--- src/rtl/primus_instruction_decode.sv ---
// rtl/primus_instruction_decode.sv - Primus RV32I decode stage: register file, immediate generation, ID/EX pipeline register
//
// Ports:
//   clk_i, rst_i                 clock, asynchronous active-high reset
//   ir_i, npc_i, valid_i         instruction word, next PC and valid from fetch
//   stall_i, flush_i             hold / bubble control from hazard and branch logic
//   wb_we_i, wb_addr_i, wb_data_i  register file write port from write-back
//   ir_o, npc_o                  registered instruction word and next PC
//   rs1_data_o, rs2_data_o       registered operands
//   imm_o                        registered sign-extended immediate
//   rs1_addr_o, rs2_addr_o, rd_addr_o  registered register indices
//   valid_o, illegal_o           registered valid and unsupported-opcode flags

module primus_instruction_decode #(
    parameter logic [31:0] NOP_INSN = 32'h00000013
) (
    input  logic        clk_i,
    input  logic        rst_i,
    input  logic [31:0] ir_i,
    input  logic [31:0] npc_i,
    input  logic        valid_i,
    input  logic        stall_i,
    input  logic        flush_i,
    input  logic        wb_we_i,
    input  logic [4:0]  wb_addr_i,
    input  logic [31:0] wb_data_i,
    output logic [31:0] ir_o,
    output logic [31:0] npc_o,
    output logic [31:0] rs1_data_o,
    output logic [31:0] rs2_data_o,
    output logic [31:0] imm_o,
    output logic [4:0]  rs1_addr_o,
    output logic [4:0]  rs2_addr_o,
    output logic [4:0]  rd_addr_o,
    output logic        valid_o,
    output logic        illegal_o
);

    logic [31:0] rf_q [32];

    logic [31:0] ir_q, npc_q, rs1_data_q, rs2_data_q, imm_q;
    logic [4:0]  rs1_addr_q, rs2_addr_q, rd_addr_q;
    logic        valid_q, illegal_q;

    logic [4:0]  rs1_addr_d, rs2_addr_d, rd_addr_d;
    logic [31:0] rs1_data_d, rs2_data_d, imm_d;
    logic        legal_d;
    logic        wb_fire;

    assign rs1_addr_d = ir_i[19:15];
    assign rs2_addr_d = ir_i[24:20];
    assign rd_addr_d  = ir_i[11:7];

    // x0 is never written, so its entry stays at its reset value of zero.
    assign wb_fire = wb_we_i && (wb_addr_i != 5'd0);

    // Register file write port; independent of stall/flush.
    always_ff @(posedge clk_i or posedge rst_i) begin
        if (rst_i) begin
            for (int i = 0; i < 32; i++) begin
                rf_q[i] <= '0;
            end
        end else if (wb_fire) begin
            rf_q[wb_addr_i] <= wb_data_i;
        end
    end

    // Same-cycle write-to-read bypass so a dependent decode needs no bubble.
    always_comb begin
        rs1_data_d = rf_q[rs1_addr_d];
        rs2_data_d = rf_q[rs2_addr_d];
        if (wb_fire && (wb_addr_i == rs1_addr_d)) rs1_data_d = wb_data_i;
        if (wb_fire && (wb_addr_i == rs2_addr_d)) rs2_data_d = wb_data_i;
    end

    // Immediate format selection. Every legal opcode ends in 2'b11, so a full
    // 7-bit match also rejects compressed/reserved low bits.
    always_comb begin
        imm_d   = '0;
        legal_d = 1'b1;
        case (ir_i[6:0])
            7'b0000011, 7'b0010011, 7'b1100111, 7'b1110011:
                imm_d = {{20{ir_i[31]}}, ir_i[31:20]};
            7'b0100011:
                imm_d = {{20{ir_i[31]}}, ir_i[31:25], ir_i[11:7]};
            7'b1100011:
                imm_d = {{19{ir_i[31]}}, ir_i[31], ir_i[7], ir_i[30:25], ir_i[11:8], 1'b0};
            7'b0110111, 7'b0010111:
                imm_d = {ir_i[31:12], 12'h000};
            7'b1101111:
                imm_d = {{11{ir_i[31]}}, ir_i[31], ir_i[19:12], ir_i[20], ir_i[30:21], 1'b0};
            7'b0110011, 7'b0001111:
                imm_d = '0;
            default: begin
                imm_d   = '0;
                legal_d = 1'b0;
            end
        endcase
    end

    // ID/EX pipeline register: flush beats stall beats load.
    always_ff @(posedge clk_i or posedge rst_i) begin
        if (rst_i) begin
            ir_q       <= NOP_INSN;
            npc_q      <= '0;
            rs1_data_q <= '0;
            rs2_data_q <= '0;
            imm_q      <= '0;
            rs1_addr_q <= '0;
            rs2_addr_q <= '0;
            rd_addr_q  <= '0;
            valid_q    <= 1'b0;
            illegal_q  <= 1'b0;
        end else if (flush_i) begin
            ir_q       <= NOP_INSN;
            npc_q      <= '0;
            rs1_data_q <= '0;
            rs2_data_q <= '0;
            imm_q      <= '0;
            rs1_addr_q <= '0;
            rs2_addr_q <= '0;
            rd_addr_q  <= '0;
            valid_q    <= 1'b0;
            illegal_q  <= 1'b0;
        end else if (!stall_i) begin
            ir_q       <= ir_i;
            npc_q      <= npc_i;
            rs1_data_q <= rs1_data_d;
            rs2_data_q <= rs2_data_d;
            imm_q      <= imm_d;
            rs1_addr_q <= rs1_addr_d;
            rs2_addr_q <= rs2_addr_d;
            rd_addr_q  <= rd_addr_d;
            valid_q    <= valid_i;
            illegal_q  <= valid_i && !legal_d;
        end
    end

    assign ir_o       = ir_q;
    assign npc_o      = npc_q;
    assign rs1_data_o = rs1_data_q;
    assign rs2_data_o = rs2_data_q;
    assign imm_o      = imm_q;
    assign rs1_addr_o = rs1_addr_q;
    assign rs2_addr_o = rs2_addr_q;
    assign rd_addr_o  = rd_addr_q;
    assign valid_o    = valid_q;
    assign illegal_o  = illegal_q;

endmodule

--- config.mk ---
export PLATFORM = sky130hd
export DESIGN_NAME = primus_instruction_decode
export DESIGN_NICKNAME = d
export VERILOG_FILES = /design/src/rtl/primus_instruction_decode.sv
export SDC_FILE = /design/constraint.sdc
export NUM_CORES = 2
export LEC_CHECK = 0
export BUFFER_PORTS_ARGS = -buffer_cell sky130_fd_sc_hd__buf_2
export CORE_UTILIZATION = 50
export DETAILED_ROUTE_END_ITERATION = 6
export PLACE_DENSITY_LB_ADDON = 0.25
export SETUP_SLACK_MARGIN = 0.2
export SKIP_LAST_GASP = 1
export SLEW_MARGIN = 10
export SYNTH_ARGS = -nofsm -noshare
export SYNTH_HDL_FRONTEND = slang
export SYNTH_SLANG_ARGS = --single-unit
--- constraint.sdc ---
create_clock -name clk_i -period 53.8 [get_ports clk_i]
set_clock_uncertainty 0.05 [all_clocks]
set_input_delay 10.76 -clock clk_i [delete_from_list [all_inputs] [get_ports clk_i]]
set_output_delay 10.76 -clock clk_i [all_outputs]
set_load 0.01 [all_outputs]
; ---- Word-level counts from Yosys, hierarchy flattened
; Index checks and enable logic that the tools add are counted.
[totals]
out_inout_bits = 177
ram_bits = 0
latchBits = 0
n_memories = 0
romBits = 0
input_bits = 107
ff_bits = 1201
[op_classes]
div = 0
n_mux = 33
multipliers = 0
magnitude_cmp = 4
n_eq_ne = 14
reduce_logical = 10
addsub = 0
bitwise = 3
shifts = 0
[ops]
columns = operator, count
row1 = bitwise mux 1024 bit, 1
row2 = two-way mux 32 bit, 17
row3 = binary-select mux 32 bit (select 5 bit), 2
row4 = demux 32 bit (select 5 bit), 1
row5 = one-hot mux 32 bit (5 select lines), 1
row6 = two-way mux 5 bit, 6
row7 = "== test 7 bit, second input constant", 4
row8 = "== test 7 x 6 -> 1 bit, second input constant", 3
row9 = ">= comparator 6 bit, second input constant", 3
row10 = NOT 5 -> 6 bit, 3
row11 = "== test 7 x 5 -> 1 bit, second input constant", 2
row12 = OR reduction 11 bit, 1
row13 = == test 5 bit, 2
row14 = "== test 7 x 2 -> 1 bit, second input constant", 1
row15 = "== test 7 x 4 -> 1 bit, second input constant", 1
row16 = "< comparator 6 x 1 -> 1 bit, second input constant", 1
row17 = logical AND 1 bit, 5
row18 = two-way mux 1 bit, 5
row19 = nonzero test 5 bit, 1
row20 = OR reduction 4 bit, 1
row21 = "!= test 2 x 1 -> 1 bit, second input constant", 1
row22 = OR reduction 2 bit, 1
row23 = zero test 1 bit, 1

; ---- Depth between registers and ports, before layout
[depth]
word_depth = 7
depth_mapped = 10
mapped_depth_nobuf = 6

; ---- Worst setup path before layout
; No wires, ideal clock.
[synth_timing]
kind = input port to flip-flop
start = in ir_i[16]
end = reg rs1_data_q[0] (netlist: rs1_data_o[0])
n_path_buf = 3
setup_time_ns = 0.136
t_required_ns = 53.614
stages = 8
arrival_ns = 12.503
setup_slack_ns = 41.111
path_cell_list = buf_2 buf_2 buf_1 mux4_2 a22oi_1 a21oi_1 a2111oi_1 nor3_1
[synth_between]
elab_chain_len = 7
elab_cells_between_ends = 9
cone_classes = 1 x eq/ne / 6 x mux / 1 x bitwise / 1 x reduce/logical
[synth_rtl]
columns = element, line_no
row1 = start: declaration, 19  ; input logic [31:0] ir_i,
row2 = NOT 5 -> 6 bit (implied by the code), 70  ; rs1_data_d = rf_q[rs1_addr_d];
row3 = binary-select mux 32 bit (select 5 bit), 70
row4 = two-way mux 32 bit (implied by the code) (2 in series), 70
row5 = two-way mux 32 bit *, 72  ; if (wb_fire && (wb_addr_i == rs1_addr_d)) rs1_data_d = wb_data_i;
row6 = two-way mux 32 bit *, 125  ; end else if (!stall_i) begin
row7 = two-way mux 32 bit *, 114  ; end else if (flush_i) begin
row8 = end signal: assignment, 128  ; rs1_data_q <= rs1_data_d;
row9 = end: declaration, 41  ; logic [31:0] ir_q, npc_q, rs1_data_q, rs2_data_q, imm_q;
; Every way passes the cells marked *; elsewhere a longest branch is shown, timed or not. The select of a mux whose other input is x is not followed.
; A chain may end at the register's enable or synchronous reset.

; ---- Worst setup path in the final report
[layout_timing]
start = in ir_i[15]
end = reg rs1_data_q[10] (netlist: rs1_data_o[10])
; Same word-level chain as after synthesis.

==> metrics.cfg <==
[logic_synthesis]
synth_seq_area_share=0.473
synth-edff-count=0
synth-async-reset-ratio=1.00
synthesis.nets=4803
synth.lib_cells_used.distinct=60
synth_flop_cell=sky130_fd_sc_hd__dfrtp_1
syn_inst=4696
avgSynthCellArea_um2=13.4
synthesis.area_um2=62800
ys_warnings=0
register_bit_total_from_synthesis=1186

[clock_network]
post-cts-setup-buffers=0
tritoncts_num_sinks=1186
cts.root.buffer_cell=sky130_fd_sc_hd__clkbuf_16
htreeDepth=4
clkLatencyLatePin_ps=780
cts_max_path_buffers=3
cts_hold_repair.buffers=0
cts.reportedPaths.clkPinSlew_ps=60
cts_tree=built
number_of_buffers_created_by_cts=133
cts_repair_resize_count=0

[worst_setup_path]
timing.critical_path.fanout_max=99
ff2ff_setup_slack_ps=51230
critPathBufInv=5
critical_path.top_delay_family=buffers and inverters
crit_path_max_cell_delay_ps=730
crit_cells=11
reg2regPathDepth=6
slowest_stage=sky130_fd_sc_hd__buf_4
crit_path_cell_trace=buf_8, buf_4, buf_4, buf_12, mux4_2, nand2b_1, a21oi_1, nor3_1, a2111oi_0, buf_4, nor3_1
worstSetupEndpointType=flop
worst_ep_required_time_ps=54370
start_kind=input port
criticalPathCategory=in -> reg
crit_top_cell=sky130_fd_sc_hd__buf_4
crit_path_arrival_time_ps=15210

[finish]
ff_latch_area_um2=29700
layout.nets=4793
multiInputGateArea_um2=30500
area_delta_synth_final_pct=9.94
ratio_of_cells_with_drive_above_1_in_the_final_layout=0.400
num-fill-cells=10300

[grt]
grt_max_degree=168
number_of_global_route_vias_before_repair=43900
grt.overflow.total=0
grt_first_pass_wirelength_um=304000
antenna_found_initial=13
grt.total_usage=0.326

[hold_path]
hold_path_class=reg -> reg
hold_depth=0

[placed_design]
place_congestion=0.844
port-buffer-count=283
hpwl_um=115000

[sta]
finalMaxSlewViolations=0
setup_violations=0
tightestPinTransition_ps=1230
slew_headroom=0.173
rsz0062_at_grt=false
report.final.hold_viol_count=0
finalSetupTns_ps=0
fin_crit_sh=0.272
minimum_period_implied_by_the_final_worst_setup_slack_ps=14650
max_freq_ghz=0.0683

[route]
drtPass1Iterations=7
finalWirelength_um=207000
routed-via-count=43700
post_drt_via_cell_ratio=6.79
detail-route-antenna-nets=0
drt_drc_violations_left=8
drt_iter0_drc=4714
wl_per_cell_um=32.1

[die]
floorplan.die.height_um=356
design.die.area_um2=127000
std_cell_rows=129
die_w_um=356
i_o_pins=284
start_util=0.506
core_um2=124000

[outcome]
failed_checks=DRC
run_status=finished, violations left

[pwr]
power.total_w=0.00256
static-leakage-power_nw=31.0
power_density_nw_per_um2=37.0
ir_drop_uv=27.4

[job]
maxCapViolCount=0

==> state kept, by name, indices dropped and copies added (netlist names) <==
name and flops:
rs2_data_o 32, valid_o 1, npc_o 32, imm_o 32
rs1_data_o 32, ir_o 32, rf_q 1024, illegal_o 1
==> worst reg2reg max path, cell delays in order (launching register included) <==
cell	delay, ps
sky130_fd_sc_hd__dfrtp_1	390
sky130_fd_sc_hd__mux4_2	470
sky130_fd_sc_hd__nand2b_1	150
sky130_fd_sc_hd__a21oi_1	150
sky130_fd_sc_hd__nor3_1	80
sky130_fd_sc_hd__a2111oi_1	1000
sky130_fd_sc_hd__nor3_1	120
==> routing by layer <==
metal / wire, um / track usage
met2: 94300 / 0.504
met3: 19900 / 0.0834
met1: 83000 / 0.436
met4: 9450 / 0.143
met5: 81 / 0
==> Yosys cell counts (9+ instances only) <==
library cell | n | area share
sky130_fd_sc_hd__a2111oi_0 | 28 | 0.0039
sky130_fd_sc_hd__a2111oi_1 | 21 | 0.0033
sky130_fd_sc_hd__a21oi_1 | 127 | 0.010
sky130_fd_sc_hd__a221o_1 | 13 | 0.0021
sky130_fd_sc_hd__a221oi_1 | 213 | 0.030
sky130_fd_sc_hd__a221oi_2 | 9 | 0.0022
sky130_fd_sc_hd__a22o_1 | 18 | 0.0025
sky130_fd_sc_hd__a22oi_1 | 72 | 0.0086
sky130_fd_sc_hd__a31oi_1 | 9 | 0.00090
sky130_fd_sc_hd__buf_1 | 56 | 0.0033
sky130_fd_sc_hd__buf_2 | 113 | 0.0090
sky130_fd_sc_hd__buf_4 | 51 | 0.0061
sky130_fd_sc_hd__buf_6 | 44 | 0.0079
sky130_fd_sc_hd__clkbuf_1 | 258 | 0.015
sky130_fd_sc_hd__dfrtp_1 | 1183 | 0.47
sky130_fd_sc_hd__inv_1 | 9 | 0.00054
sky130_fd_sc_hd__mux2_1 | 16 | 0.0029
sky130_fd_sc_hd__mux2_2 | 976 | 0.18
sky130_fd_sc_hd__mux2i_1 | 525 | 0.084
sky130_fd_sc_hd__mux4_2 | 280 | 0.10
sky130_fd_sc_hd__nand2_1 | 70 | 0.0042
sky130_fd_sc_hd__nand2b_1 | 59 | 0.0059
sky130_fd_sc_hd__nand3_1 | 10 | 0.00080
sky130_fd_sc_hd__nor2_1 | 101 | 0.0060
sky130_fd_sc_hd__nor2b_1 | 65 | 0.0065
sky130_fd_sc_hd__nor3_1 | 170 | 0.014
sky130_fd_sc_hd__nor3b_1 | 12 | 0.0014
sky130_fd_sc_hd__o21ai_0 | 64 | 0.0051
sky130_fd_sc_hd__o21ai_1 | 12 | 0.00096
sky130_fd_sc_hd__o21bai_1 | 31 | 0.0037
==> cell usage in the layout, fill, tap and decap left out, types with 64 or more instances in the layout <==
cell type                   synthesis  layout
sky130_fd_sc_hd__a21oi_1          127     127
sky130_fd_sc_hd__a221oi_1         213     213
sky130_fd_sc_hd__a22oi_1           72      72
sky130_fd_sc_hd__buf_2            113     273
sky130_fd_sc_hd__buf_4             51     104
sky130_fd_sc_hd__clkbuf_16          0     140
sky130_fd_sc_hd__dfrtp_1         1183    1183
sky130_fd_sc_hd__mux2_2           976     976
sky130_fd_sc_hd__mux2i_1          525     525
sky130_fd_sc_hd__mux4_2           280     280
sky130_fd_sc_hd__nor2_1           101      88
sky130_fd_sc_hd__nor3_1           170     169
sky130_fd_sc_hd__o21ai_0           64      64
==> final cells by class <==
cell class / instances / area share
timing repair buffer: 387 / 0.0335
clock inverter: 39 / 0.00640
inverter: 10 / 0.000689
sequential: 1186 / 0.430
tap: 1637 / 0.0297
multi-input combinational: 2968 / 0.442
antenna: 7 / 0.000254
clock buffer: 200 / 0.0581
==> path summary, 6_finish.rpt <==
check | startpoint | end
setup / recovery | ir_i[15] | rs1_data_o[10]
hold / removal | rf_q[1008] | rf_q[1008]
setup reg to reg | rf_q[798] | rs1_data_o[30]
hold reg to reg | rf_q[1008] | rf_q[1008]
max in group asynchronous | rst_i | rf_q[310]
min in group asynchronous | rst_i | rf_q[327]
==> cells by family after synthesis <==
logic type             Yosys count  share of synthesized area
buffers and inverters          542                     0.0450
flip-flops                    1186                      0.473
multiplexers                  1797                      0.362
AO/OA/AOI/OAI                  645                     0.0768
AND/OR/NAND/NOR                515                     0.0421
XOR/XNOR                        11                    0.00153
==> stage by stage <==
stage | cells | utilization | setup WS, ps | instance area, um^2 | hold WS, ps
final | 6434 | 0.556 | 39150 | 69000 | 349
after global routing | 6430 | 0.556 | 38860 | 69000 | 361
after CTS | 6427 | 0.556 | 39170 | 69000 | 348
after detailed placement | 6188 | 0.520 | 38340 | 64600 | 334
after global placement | 6188 | 0.520 | 38310 | 64600 | 329
after floorplan | 4696 | - | 9590 | 62800 | 391
==> where the power goes <==
| part | total [W] | leakage [nW] | switching [W] | internal, W |
|---|---|---|---|---|
| clock network | 0.000930 | 2.19 | 0.000381 | 0.000549 |
| registers | 0.00116 | 15.3 | 0.000114 | 0.00104 |
| logic | 0.000468 | 13.5 | 0.000211 | 0.000257 |
| total | 0.00256 | 31.0 | 0.000706 | 0.00185 |
No activity file was read; power rests on OpenSTA's default activity.
